===== src/rtl/fifo_uart_tx.sv =====
// rtl/fifo_uart_tx.sv - pops bytes from the FIFO and sends each as an 8N1 UART frame
// Sole FIFO reader: one pop per frame, LSB first, registered tx pin.
module fifo_uart_tx #(
    parameter int CLKS_PER_BIT = 1085
) (
    input  logic       clk,
    input  logic       rst,
    input  logic       enable,
    input  logic       fifo_empty,
    input  logic [7:0] fifo_data,
    output logic       fifo_rd_en,
    output logic       tx,
    output logic       busy,
    output logic       byte_done
);

    localparam int BW = (CLKS_PER_BIT > 1) ? $clog2(CLKS_PER_BIT) : 1;
    localparam logic [BW-1:0] BAUD_LAST = BW'(CLKS_PER_BIT - 1);

    typedef enum logic [2:0] {
        IDLE  = 3'd0,
        POP   = 3'd1,
        LOAD  = 3'd2,
        START = 3'd3,
        DATA  = 3'd4,
        STOP  = 3'd5
    } state_t;

    state_t        state_q;
    logic [7:0]    shreg_q;
    logic [2:0]    bit_idx_q;
    logic [BW-1:0] baud_q;
    logic          tx_q;
    logic          done_q;
    logic          baud_done;

    assign baud_done = (baud_q == BAUD_LAST);

    always_ff @(posedge clk) begin
        if (rst) begin
            state_q   <= IDLE;
            shreg_q   <= 8'h00;
            bit_idx_q <= 3'd0;
            baud_q    <= '0;
            tx_q      <= 1'b1;
            done_q    <= 1'b0;
        end else begin
            done_q <= 1'b0;
            case (state_q)
                IDLE: begin
                    tx_q <= 1'b1;
                    if (enable && !fifo_empty) state_q <= POP;
                end
                POP: state_q <= LOAD;
                // FIFO read data is valid now, one cycle after the pop edge
                LOAD: begin
                    shreg_q   <= fifo_data;
                    tx_q      <= 1'b0;
                    bit_idx_q <= 3'd0;
                    baud_q    <= '0;
                    state_q   <= START;
                end
                START: begin
                    if (baud_done) begin
                        baud_q  <= '0;
                        tx_q    <= shreg_q[0];
                        state_q <= DATA;
                    end else begin
                        baud_q <= baud_q + BW'(1);
                    end
                end
                DATA: begin
                    if (baud_done) begin
                        baud_q <= '0;
                        if (bit_idx_q == 3'd7) begin
                            tx_q    <= 1'b1;
                            state_q <= STOP;
                        end else begin
                            shreg_q   <= {1'b0, shreg_q[7:1]};
                            tx_q      <= shreg_q[1];
                            bit_idx_q <= bit_idx_q + 3'd1;
                        end
                    end else begin
                        baud_q <= baud_q + BW'(1);
                    end
                end
                STOP: begin
                    if (baud_done) begin
                        baud_q  <= '0;
                        done_q  <= 1'b1;
                        state_q <= IDLE;
                    end else begin
                        baud_q <= baud_q + BW'(1);
                    end
                end
                default: begin
                    tx_q    <= 1'b1;
                    state_q <= IDLE;
                end
            endcase
        end
    end

    assign fifo_rd_en = (state_q == POP);
    assign busy       = (state_q != IDLE);
    assign tx         = tx_q;
    assign byte_done  = done_q;

endmodule


===== config.mk =====
export PLATFORM = sky130hd
export DESIGN_NAME = fifo_uart_tx
export DESIGN_NICKNAME = d
export VERILOG_FILES = /design/src/rtl/fifo_uart_tx.sv
export SDC_FILE = /design/constraint.sdc
export NUM_CORES = 1
export LEC_CHECK = 0
export ABC_AREA = 1
export CAP_MARGIN = 20
export CORE_MARGIN = 4
export CORE_UTILIZATION = 56
export CTS_CLUSTER_DIAMETER = 40
export DETAILED_ROUTE_END_ITERATION = 16
export PLACE_DENSITY_LB_ADDON = 0.3
export SYNTH_ARGS = -nofsm -noshare
export SYNTH_HDL_FRONTEND = slang
export SYNTH_SLANG_ARGS = --single-unit

===== constraint.sdc =====
create_clock -name clk -period 1.97 [get_ports clk]
set_input_delay 0.2955 -clock clk [delete_from_list [all_inputs] [get_ports clk]]
set_output_delay 0.2955 -clock clk [all_outputs]
set_load 0.02 [all_outputs]

=== Word-level counts from Yosys, hierarchy flattened ===
Index checks and enable logic that the tools add are counted.
Widths: inputs -> output; s select.

* Mux-type cells: 19
* $add $sub $neg: 2
* Reduce and logical (&&, ||, !) cells: 12
* Bitwise gates (word level): 2
* Eq/ne operators: 13

{| class="wikitable"
|+ Operators with widths
! cell !! number
|-
| $pmux 11 s2 || 1
|-
| $mux 3 || 7
|-
| $pmux 3 s6 || 1
|-
| $mux 8 || 2
|-
| $pmux 8 s2 || 1
|-
| $ne 2x2->1 const B || 6
|-
| $add 11x1->11 const B || 1
|-
| $eq 11x11->1 const B || 1
|-
| $mux 11 || 1
|-
| $eq 3x3->1 const B || 3
|-
| $eq 3x2->1 const B || 2
|-
| $pmux 3 s2 || 1
|-
| $reduce_and 3->1 || 2
|-
| $reduce_and 5->1 || 1
|-
| $mux 1 || 4
|-
| $pmux 1 s4 || 1
|-
| $reduce_bool 2->1 || 2
|-
| $reduce_or 2->1 || 2
|-
| $add 3x1->3 const B || 1
|-
| $eq 3x1->1 const B || 1
|-
| $logic_not 3->1 || 1
|-
| $reduce_bool 3->1 || 1
|-
| $reduce_or 3->1 || 1
|-
| $not 1->1 || 2
|-
| 2 further kinds || 2
|}

* Logic and storage cells: 54
* Input bits: 12
* Flip-flop bits (word level): 27

=== Longest topological paths before layout ===
* Word-level depth: 4
* Mapped depth: 10
* Gate-level depth less buffers: 10

=== Worst setup path after synthesis ===
Ideal clock, no wire load.

* Path type: flip-flop to flip-flop
* Start point: register baud_q[0]
* End point: register tx_q, in the netlist tx
* Required time: 1.848 ns
* Arrival time: 1.254 ns
* Stages on the path, launching flop included: 11
* Setup slack: 0.594 ns
* Path through: dfxtp_1 -> inv_1 -> ha_1 -> nand2_1 -> nor2_1 -> nand3_4 -> buf_4 -> nand2_1 -> nand2_1 -> nand2_1 -> nand3_1

* Longest elaborated chain between the ends: 3
* Elaborated cells on any way between the ends: 4

{| class="wikitable"
|+ RTL lines
! element !! line !! source
|-
| start: declaration || 32 || <nowiki>logic [BW-1:0] baud_q;</nowiki>
|-
| start signal: assignment || 69 || <nowiki>baud_q <= baud_q + BW'(1);</nowiki>
|-
| start signal: assignment || 84 || <nowiki>baud_q <= baud_q + BW'(1);</nowiki>
|-
| start signal: assignment || 93 || <nowiki>baud_q <= baud_q + BW'(1);</nowiki>
|-
| $eq 11x11->1 (*) || 37 || <nowiki>assign baud_done = (baud_q == BAUD_LAST);</nowiki>
|-
| $ne 2x2->1 (no line) || - ||
|-
| $reduce_and 3->1 (no line) (*) || - ||
|-
| end signal: assignment || 66 || <nowiki>tx_q <= shreg_q[0];</nowiki>
|-
| end signal: assignment || 80 || <nowiki>tx_q <= shreg_q[1];</nowiki>
|-
| end: declaration || 33 || <nowiki>logic tx_q;</nowiki>
|}

Every way passes the cells marked *; elsewhere a longest branch is shown, timed or not.
A chain may end at the register's enable or synchronous reset.

=== Worst setup path in the final report ===
* Start point: register state_q[1]
* End point: output busy

* Longest elaborated chain between the ends: 1

{| class="wikitable"
|+ RTL lines
! element !! line !! source
|-
| start: declaration || 29 || <nowiki>state_t state_q;</nowiki>
|-
| start signal: assignment || 41 || <nowiki>state_q <= IDLE;</nowiki>
|-
| start signal: assignment || 52 || <nowiki>if (enable && !fifo_empty) state_q <= POP;</nowiki>
|-
| start signal: assignment || 54 || <nowiki>POP: state_q <= LOAD;</nowiki>
|-
| $reduce_bool 3->1 || 105 || <nowiki>assign busy = (state_q != IDLE);</nowiki>
|-
| end: declaration || 13 || <nowiki>output logic busy,</nowiki>
|}

Every way passes these cells.

==> results.md <==
- The flow ran to the end, and the final reports show no timing, DRC or antenna violations.
- In this run the post-CTS setup repair buffer count came out at 0.
- STA classifies the critical path startpoint as a flip-flop.
- The setup-violating endpoint count in the final report is 0.
- The number of synthesized flops with an enable pin is 0.
- The proportion of synthesized flip-flops having asynchronous set or reset is 0%.
- Global routing used 20.22% of the available tracks across all layers.
- The count of clock tree sinks is 27.
- The worst supply voltage drop on vdd is 0.7943 mV.
- The number of nets in the synthesized netlist is 249.
- The initial utilization of the core area, before any placement, comes to 60.48%.
- Clock latency on the worst-skew pair, taken at its later pin, is 0.33 ns.
- The total standard cell area after synthesis is 1553 um2.
- The total count of max-transition violations in the final report is 0.
- The worst-case clock buffer depth is 2.
- The clock period minus worst slack is 1.853 ns.
- The pre-antenna-repair detailed-routing pass consisted of 6 iterations.
- TritonCTS built the clock tree.
- The multi-input combinational cell area is 853.3 um2.
- The final-layout setup total negative slack is 0 ns.
- For this design the ratio of total power to cell area is 1063 nW/um2.
- The sum of net half-perimeters after detailed placement is 2362 um.
- Clock-pin slew was measured on the worst setup and hold paths at 0.14 ns.
- The maximum fanout encountered on the critical timing path is 6.
- The start-to-end type of the worst setup path is flip-flop to primary output.
- The max capacitance violation total is 0.
- The number of global-route vias before repair is 1359.
- At the pin with the least slew margin, the transition time is 0.3585 ns.
- The die is 60.66 um tall.
- In the routed design, unresolved DRC markers number 0.
- Global routing finished with a remaining overflow of 0.
- At the end of the flow the core is filled with cells to 67.35%.
- The clock arrives with 0.001592 ns of skew.
- The post-synthesis to final-layout area growth is 11.36%.
- The count of final hold-check violations is 0.
- The biggest area contributor in the post-synthesis netlist is dfxtp_1.
- During placement, the flow inserted port buffers numbering 15.
- The count of nets left with antenna violations once routing finished came out at 0.
- The area share of the largest cell type after synthesis is 34.81%.
- The per-instance average area after synthesis is 6.664 um2.
- After detailed routing, the average wire length per cell comes to 11.75 um.
- Yosys mapped the design onto 28 distinct sky130hd cell types.
- The area inside the core boundary is 2567 um2.
- The detailed-route vias per instance is 5.523.
- The floorplan has 18 rows.
- The leading cell type by number of instances after synthesis is nand2_1.
- The final antenna diode count is 0.
- The routed wire length is 3255 um.
- The first-pass GRT wire length is 5678 um.
- In this run, post-CTS hold repair placed 0 buffers.
- The post-route fraction of the period consumed by the critical path is 94.07%.
- The proportion of layout cells with a drive suffix above 1 is 7.692%.
- In the final layout, flip-flops and latches occupy 543.0 um2.
- The worst-case headroom to the max-slew limit is 76.02%.
- The endpoint class of the critical path is a primary output.
- In this run the number of H-tree levels came out at 1.
- In this run the worst hold path is classified as flip-flop to flip-flop.
- The required time of the critical path is 1.67 ns.
- The floorplan step defined a die boundary enclosing 3679 um2.
- The register bit count reported by yosys is 27.
- The placer's final routability congestion estimate is 0.8898.
- In this run the static leakage power is 0.7294 nW.
- Counting instances in the post-synthesis netlist gives the leading cell types as nand2_1 (73), nand3_1 (31), dfxtp_1 (27).
- The tree is rooted in a clkbuf_4.
- Setup repair after global routing left no endpoint under its margin.
- The filler cell count in the final layout is 223.
- The most common flop cell mapped by yosys is dfxtp_1.
- For this run, the number of Yosys warnings is 0.
- Entering global routing, the biggest net connects 15 pins.
- The initial antenna violation count came to 0.
- By area the synthesized netlist is led by dfxtp_1 (35%), nand2_1 (18%), nand3_1 (10%).
- The final layout net count is 264.
- The proportion of synthesized chip area in sequential cells is 34.81%.
- The top-level I/O count is 16.
- For the worst setup path, the data arrival time is 1.56 ns.
- The total number of vias is 1530.
- Gates resized during post-CTS repair numbered 1.
- The achievable frequency is 0.5396 GHz.
- The first routing iteration left 95 violations.
- Counting the buffers created by CTS gives 3.
- In this run the horizontal extent of the chip is 60.66 um.
- The number of instances in the synthesized netlist is 233.
through the flow:
| step | power [W] | cells | hold WS (ns) | worst slack [ns] | instance area, um2 |
|---|---|---|---|---|---|
| 3_3_place_gp | 0.001583 | 273 | 0.4511 | 0.3429 | 1698 |
| 2_1_floorplan | 0.001379 | 233 | 0.4410 | 0.5939 | 1553 |
| 3_5_place_dp | 0.001600 | 273 | 0.4577 | 0.3132 | 1698 |
| 5_1_grt | 0.002010 | 277 | 0.4851 | 0.02627 | 1729 |
| 6_report | 0.001838 | 277 | 0.4722 | 0.1168 | 1729 |
| 4_1_cts | 0.001842 | 277 | 0.4778 | 0.01372 | 1725 |
cell families (layout without fill, tap and decap cells):
family                   Yosys count  after routing  synth area share, %
AO/OA/AOI/OAI                     33             33                10.88
XOR/XNOR                           1              1               0.5642
adder cells (fa/ha/maj)            4              4                3.223
buffers and inverters             30             44                10.23
flip-flops                        27             27                34.81
AND/OR/NAND/NOR                  138            138                40.29
cells in the final DEF, fill, tap and decap left out, types with 2 or more instances in the layout:
cell type	n
o21ai_0	8
clkdlybuf4s50_1	14
ha_1	4
buf_4	6
nand2_1	73
nor3_1	2
nand4_1	7
a21oi_1	23
dfxtp_2	2
clkbuf_4	3
dfxtp_1	25
nor2_1	16
inv_1	17
nand2_2	2
nand3_1	31
power by group:
part | internal, W | switching (W)
Clock | 0.0000795 | 0.000167
Combinational | 0.000337 | 0.000506
Sequential | 0.000656 | 0.0000927
critical path, cell delays in order, from the launching register on:
cell,delay [ns]
dfxtp_1,0.47
nor2_2,0.10
nand2_1,0.07
clkdlybuf4s50_1,0.59
path summary, 6_finish.rpt:
| path | to | slack [ns] | startpoint | depth (start not counted) |
|---|---|---|---|---|
| max | busy | 0.12 | state_q[1] | 3 |
| min | shreg_q[7] | 0.47 | shreg_q[7] | 2 |
| max reg2reg | shreg_q[2] | 0.33 | bit_idx_q[0] | 7 |
| min reg2reg | shreg_q[7] | 0.47 | shreg_q[7] | 2 |
cell type report:
cell class	instances	share of cell area [%]
multi-input combinational	176	49.35
sequential	27	31.40
timing repair buffer	21	11.43
inverter	19	4.124
tap	30	2.171
clock buffer	4	1.520
sequential cells by signal, summed over array words and instances (netlist names):
name	flops
bit_idx_q	3
shreg_q	8
byte_done	1
baud_q	11
tx	1
state_q	3
layer usage:
layer	GRT usage (%)	share of wire, %	vias up
met5	0	0	-
met4	10.84	3.0	0
met1	28.37	49	683
met3	2.553	5.7	14
li1	-	-	789
met2	30.08	42	44
(Power assumes the default switching activity.)
